<file path="src/rtl/sprite_pkg.sv">
// Shared glyph geometry and bounce-direction state encoding for the digit sprite.
package sprite_pkg;

  localparam int GLYPH_W = 32;
  localparam int GLYPH_H = 16;

  localparam logic [31:0] BLANK_ROW = 32'h0;

  // Encoded as {dir_y, dir_x}: dir_x 1 = moving left, dir_y 1 = moving up
  typedef enum logic [1:0] {
    DR = 2'b00,
    DL = 2'b01,
    UR = 2'b10,
    UL = 2'b11
  } dir_t;

endpackage

</file>
<file path="src/rtl/glyph_rom.sv">
// Combinational seven-segment style digit font, 32 columns x 16 rows, MSB = leftmost pixel.
module glyph_rom
  import sprite_pkg::*;
(
  input  logic [3:0]  digit,
  input  logic [3:0]  row,
  output logic [31:0] data
);

  localparam logic [31:0] HBAR  = 32'h0FFF_FFF0;
  localparam logic [31:0] LBAR  = 32'h0F00_0000;
  localparam logic [31:0] RBAR  = 32'h0000_00F0;

  // segs = {g, f, e, d, c, b, a}
  logic [6:0] segs;
  logic       upper;
  logic       lower;

  always_comb begin
    segs = 7'h00;
    case (digit)
      4'd0: segs = 7'h3F;
      4'd1: segs = 7'h06;
      4'd2: segs = 7'h5B;
      4'd3: segs = 7'h4F;
      4'd4: segs = 7'h66;
      4'd5: segs = 7'h6D;
      4'd6: segs = 7'h7D;
      4'd7: segs = 7'h07;
      4'd8: segs = 7'h7F;
      4'd9: segs = 7'h6F;
      default: segs = 7'h00;
    endcase
  end

  // Upper and lower vertical strokes overlap on rows 7-8 so they join the middle bar
  assign upper = (row <= 4'd8);
  assign lower = (row >= 4'd7);

  always_comb begin
    data = BLANK_ROW;
    if (segs[0] && row <= 4'd1)               data = data | HBAR;
    if (segs[6] && (row == 4'd7 || row == 4'd8)) data = data | HBAR;
    if (segs[3] && row >= 4'd14)              data = data | HBAR;
    if (segs[5] && upper)                     data = data | LBAR;
    if (segs[1] && upper)                     data = data | RBAR;
    if (segs[4] && lower)                     data = data | LBAR;
    if (segs[2] && lower)                     data = data | RBAR;
  end

endmodule

</file>
<file path="src/rtl/glyph_sprite.sv">
// VGA digit-sprite renderer with optional per-frame bouncing motion.
// Motion, direction FSM, edge_hit and bounce_cnt are built only when SPRITE_BOUNCE_EN is defined.
module glyph_sprite
  import sprite_pkg::*;
#(
  parameter int          X_INIT = 300,
  parameter int          Y_INIT = 10,
  parameter int          SCR_W  = 640,
  parameter int          SCR_H  = 480,
  parameter int          VEL_X  = 1,
  parameter int          VEL_Y  = 1,
  parameter logic [2:0]  RGB    = 3'b101
) (
  input  logic       clk,
  input  logic       reset,
  input  logic       video_on,
  input  logic       refr_tick,
  input  logic [9:0] pix_x,
  input  logic [9:0] pix_y,
  input  logic [3:0] digit,
  input  logic       move_en,
  output logic       sprite_on,
  output logic [2:0] sprite_rgb,
  output logic       edge_hit,
  output logic [7:0] bounce_cnt
);

  logic [9:0]  x_reg;
  logic [9:0]  y_reg;
  logic [3:0]  digit_q;

  logic [10:0] dx;
  logic [10:0] dy;
  logic        hit;
  logic [31:0] rom_data;
  logic        pix_bit;

  // Hit test in 11 bits so a glyph near the right/bottom edge cannot wrap
  assign dx  = {1'b0, pix_x} - {1'b0, x_reg};
  assign dy  = {1'b0, pix_y} - {1'b0, y_reg};
  assign hit = (pix_x >= x_reg) && (dx < 11'(GLYPH_W)) &&
               (pix_y >= y_reg) && (dy < 11'(GLYPH_H));

  glyph_rom u_rom (
    .digit (digit_q),
    .row   (dy[3:0]),
    .data  (rom_data)
  );

  assign pix_bit = rom_data[5'd31 - dx[4:0]];

  always_ff @(posedge clk) begin
    if (reset) begin
      digit_q    <= 4'd0;
      sprite_on  <= 1'b0;
      sprite_rgb <= 3'b000;
    end else begin
      sprite_on  <= video_on && hit && pix_bit;
      sprite_rgb <= (video_on && hit && pix_bit) ? RGB : 3'b000;
      if (refr_tick) digit_q <= digit;
    end
  end

`ifdef SPRITE_BOUNCE_EN
  localparam logic [10:0] VX   = 11'(VEL_X);
  localparam logic [10:0] VY   = 11'(VEL_Y);
  localparam logic [10:0] XMAX = 11'(SCR_W - GLYPH_W);
  localparam logic [10:0] YMAX = 11'(SCR_H - GLYPH_H);

  dir_t        state;
  dir_t        state_next;
  logic [9:0]  x_next;
  logic [9:0]  y_next;
  logic        flip_x;
  logic        flip_y;
  logic [10:0] cand_x;
  logic [10:0] cand_y;

  always_comb begin
    x_next = x_reg;
    y_next = y_reg;
    flip_x = 1'b0;
    flip_y = 1'b0;
    cand_x = {1'b0, x_reg} + VX;
    cand_y = {1'b0, y_reg} + VY;
    if (!state[0]) begin
      if (cand_x > XMAX) begin
        x_next = XMAX[9:0];
        flip_x = 1'b1;
      end else begin
        x_next = cand_x[9:0];
      end
    end else if ({1'b0, x_reg} < VX) begin
      x_next = 10'd0;
      flip_x = 1'b1;
    end else begin
      x_next = x_reg - VX[9:0];
    end
    if (!state[1]) begin
      if (cand_y > YMAX) begin
        y_next = YMAX[9:0];
        flip_y = 1'b1;
      end else begin
        y_next = cand_y[9:0];
      end
    end else if ({1'b0, y_reg} < VY) begin
      y_next = 10'd0;
      flip_y = 1'b1;
    end else begin
      y_next = y_reg - VY[9:0];
    end
    state_next = dir_t'({state[1] ^ flip_y, state[0] ^ flip_x});
  end

  always_ff @(posedge clk) begin
    if (reset) begin
      x_reg      <= 10'(X_INIT);
      y_reg      <= 10'(Y_INIT);
      state      <= DR;
      edge_hit   <= 1'b0;
      bounce_cnt <= 8'd0;
    end else begin
      edge_hit <= 1'b0;
      if (refr_tick && move_en) begin
        x_reg    <= x_next;
        y_reg    <= y_next;
        state    <= state_next;
        // A corner flips both axes but is still one bounce event
        edge_hit <= flip_x || flip_y;
        if ((flip_x || flip_y) && bounce_cnt != 8'hFF)
          bounce_cnt <= bounce_cnt + 8'd1;
      end
    end
  end
`else
  logic unused_move_en;

  assign unused_move_en = move_en;
  assign x_reg          = 10'(X_INIT);
  assign y_reg          = 10'(Y_INIT);
  assign edge_hit       = 1'b0;
  assign bounce_cnt     = 8'd0;
`endif

endmodule

</file>
<file path="config.mk">
export PLATFORM = sky130hd
export DESIGN_NAME = glyph_sprite
export DESIGN_NICKNAME = d
export VERILOG_FILES = /design/src/rtl/sprite_pkg.sv /design/src/rtl/glyph_rom.sv /design/src/rtl/glyph_sprite.sv
export SDC_FILE = /design/constraint.sdc
export NUM_CORES = 1
export LEC_CHECK = 0
export CAP_MARGIN = 0
export CORE_MARGIN = 2
export CORE_UTILIZATION = 40
export CTS_CLUSTER_SIZE = 12
export DETAILED_ROUTE_END_ITERATION = 10
export GPL_TIMING_DRIVEN = 0
export PLACE_DENSITY = 0.74
export SYNTH_ARGS = -nofsm -noshare
export SYNTH_HDL_FRONTEND = slang
export SYNTH_HIERARCHICAL = 1
export SYNTH_SLANG_ARGS = --single-unit
</file>
<file path="constraint.sdc">
create_clock -name clk -period 9.6 [get_ports clk]
set_input_delay 1.92 -clock clk [delete_from_list [all_inputs] [get_ports clk]]
set_output_delay 1.92 -clock clk [all_outputs]
set_load 0.01 [all_outputs]
</file>
==> flow_summary_export.csv <==
group,metric,value,unit
synth,synth_top_area_share,26.0,%
place,place_ws,4.33,ns
cells_and_area,nFillCells,272,
pwr,power_density,82.4,nW/um^2
die,coreArea,2830,sq um
die,rows,19,
synth,yosysTopAreaCell,"buf_4",
cells_and_area,layout_common_cells,"buf_4, clkdlybuf4s50_1, conb_1, mux2i_1, inv_1",
die,initial_core_util,42.9,%
worst_hold_path,hp-start,"digit_q[3]",
cts,clockRootBuffer,"clkbuf_4",
place,globalplace.congestion,0.779,
routing,postRouteAntennaNets,0,
place,dp_hpwl,2.10,mm
timing,max_freq,198,MHz
cells_and_area,finalNetCount,224,
setup_path,timing.rr.start,"digit_q[1]",
synth,synthDistinctLibCells,42,
timing,fin_skew,0.00874,ns
cells_and_area,finalNonFillerCells,219,
cts,numCtsBuffers,3,
setup_path,critPathRequiredTime,9.73,ns
setup_path,crit_fanout,16,
routing,num_vias,1084,
cts,clkTransAtPathRegs,0.05,ns
cts,clock_path_buffers,2,
cells_and_area,diodes,0,
cts,post-cts-setup-buffers,0,
synth,synth_area_leaders,"buf_4, mux4_2, dfxtp_1",
timing,worstMarginPinSlew,0.935,ns
global_routing,antenna_found_initial,0,
timing,finalSetupViolCount,0,
die,die_area,3490,sq um
synth,yosysWarnings,6,
die,fp.dieH,59.1,um
routing,first_pass_iters,4,
cts,worstSkewPairLatency,0.24,ns
timing,rsz0062_at_grt,"false",
synth,syn_area,1210,sq um
cts,cts_sinks,5,
cells_and_area,layout-area-overhead-vs-synth,32.6,%
synth,synth_seq_cells,5,
die,dieWidth,59.1,um
routing,drcViolationCount,0,
routing,drt_iter0_markers,29,
timing,fin_hold_ws,0.528,ns
timing,timing.final.crit_share,52.5,%
global_routing,first_global_vias,1081,
pwr,power_leakage,0.000748,uW
cells_and_area,final_common_cell,"buf_4",
global_routing,track_usage,15.6,%
timing,fin_crit,5.04,ns
timing,worst_slack,4.56,ns
setup_path,crit_type,"in2reg",
global_routing,grt_pass1_wl,4.33,mm
routing,routed_wl,2.50,mm
cells_and_area,drive_above_1_share,35.6,%
setup_path,arrival,5.17,ns
setup_path,crit_start,"pix_y[1]",
cts,cts_tree,"built",
pwr,power,133,uW
timing,maxSlewViolCount,0,
timing,timing.slew.headroom,37.2,%
pwr,ir_drop,0.0277,mV
synth,ys_seq_area_share,8.25,%
place,place_inst,215,
cts,cts_hold_buf,0,
setup_path,startpoint_type,"input pin",
global_routing,grt_max_degree,17,
cts,cts_resized,0,
run_status,status,"completed",
cts,htree_num_levels,1,
routing,vias_per_cell,4.95,
synth,synth_area_per_cell,8.61,sq um
timing,finalHoldViolCount,0,
die,ios,42,
timing,setup_tns,0,ns
global_routing,gr-total-overflow,0,
place,place.port_buffers,27,
setup_path,critPathCaptureType,"flip-flop",
synth,synth_cells,141,
routing,avgRoutedWirePerCell,11.4,um
worst_hold_path,min_path_type,"reg2reg",
run,max_cap_violations,0,
## per-layer routing
layer  GRT usage (%)  share of wire [%]  wire, um  vias to the layer above
met5               0                  0         0                        -
li1                -                  -         -                      536
met3            1.75                6.0       149                        0
met1            17.0                 41      1040                      508
met4            5.19                  0         0                        0
met2            30.6                 52      1310                       40
## critical path: stages
cell and delay, ns:
clkdlybuf4s50_1 0.50, inv_1 0.11, ha_1 0.27, xnor2_1 0.36, o2111ai_1 0.19, a21o_2 0.27, o21ai_1 0.50, buf_4 0.23
mux4_2 0.23, mux2i_1 0.07, nor2_1 0.10, a31oi_1 0.06, a2111oi_2 0.36
## final timing paths
check / to / slack, ns / cells past startpoint
worst max-delay path: sprite_rgb[0] / 4.56 / 13
worst max register to register: sprite_rgb[0] / 6.50 / 12
worst min-delay path: digit_q[3] / 0.53 / 2
worst min register to register: digit_q[3] / 0.53 / 2
## flip-flops by register name, summed over array words and instances (netlist names)
register,flops
digit_q,4
sprite_rgb,1
## logic make-up after synthesis
group | Yosys count | share of synthesized area [%]
xor+xnor | 3 | 2.17
other cells | 2 | 0.619
fa+ha+maj | 6 | 6.19
buf+inv | 55 | 32.0
compound gates | 31 | 20.5
flops | 5 | 8.25
mux | 15 | 18.6
simple gates | 24 | 11.8
## metrics by stage
step | area, sq um | utilization [%]
after floorplan | 1270 | -
final | 1610 | 56.9
after CTS | 1610 | 56.9
after global routing | 1610 | 56.9
after detailed placement | 1580 | 55.9
after global placement | 1580 | 55.9
## Yosys cell counts
library cell,n
buf_4,42
mux2i_1,9
inv_1,8
nor2_1,7
ha_1,6
mux4_2,6
dfxtp_1,5
a31oi_1,4
a21oi_1,3
buf_6,3
nand2_1,3
nand2b_1,3
nor2b_1,3
o21ai_0,3
xnor2_1,3
a2111oi_0,2
a21o_1,2
a21oi_2,2
conb_1,2
nand3_1,2
o21ai_2,2
a2111oi_2,1
a211o_1,1
a211oi_2,1
a21o_2,1
a311oi_1,1
clkbuf_1,1
clkbuf_2,1
nand4b_1,1
nor3_1,1
nor3b_1,1
nor3b_4,1
nor4_1,1
o2111ai_1,1
o211ai_1,1
o211ai_2,1
o21a_1,1
o21ai_1,1
o21bai_2,1
o31ai_1,1
o31ai_2,1
or4_4,1
## power by group
part	internal, uW	switching [uW]
clock network	15.7	8.54
registers	21.8	1.14
logic	52.8	32.5
total	90.3	42.2
## area by class of cell
| cell class | instances | area (sq um) | area share, % |
|---|---|---|---|
| buffer | 47 | 358 | 22.2 |
| clock buffer | 4 | 26.3 | 1.63 |
| inverter | 8 | 30.0 | 1.87 |
| multi-input combinational | 97 | 786 | 48.8 |
| sequential | 5 | 100 | 6.22 |
| tap | 31 | 38.8 | 2.41 |
| timing repair buffer | 27 | 270 | 16.8 |
Power figures use the tool's default switching activity.
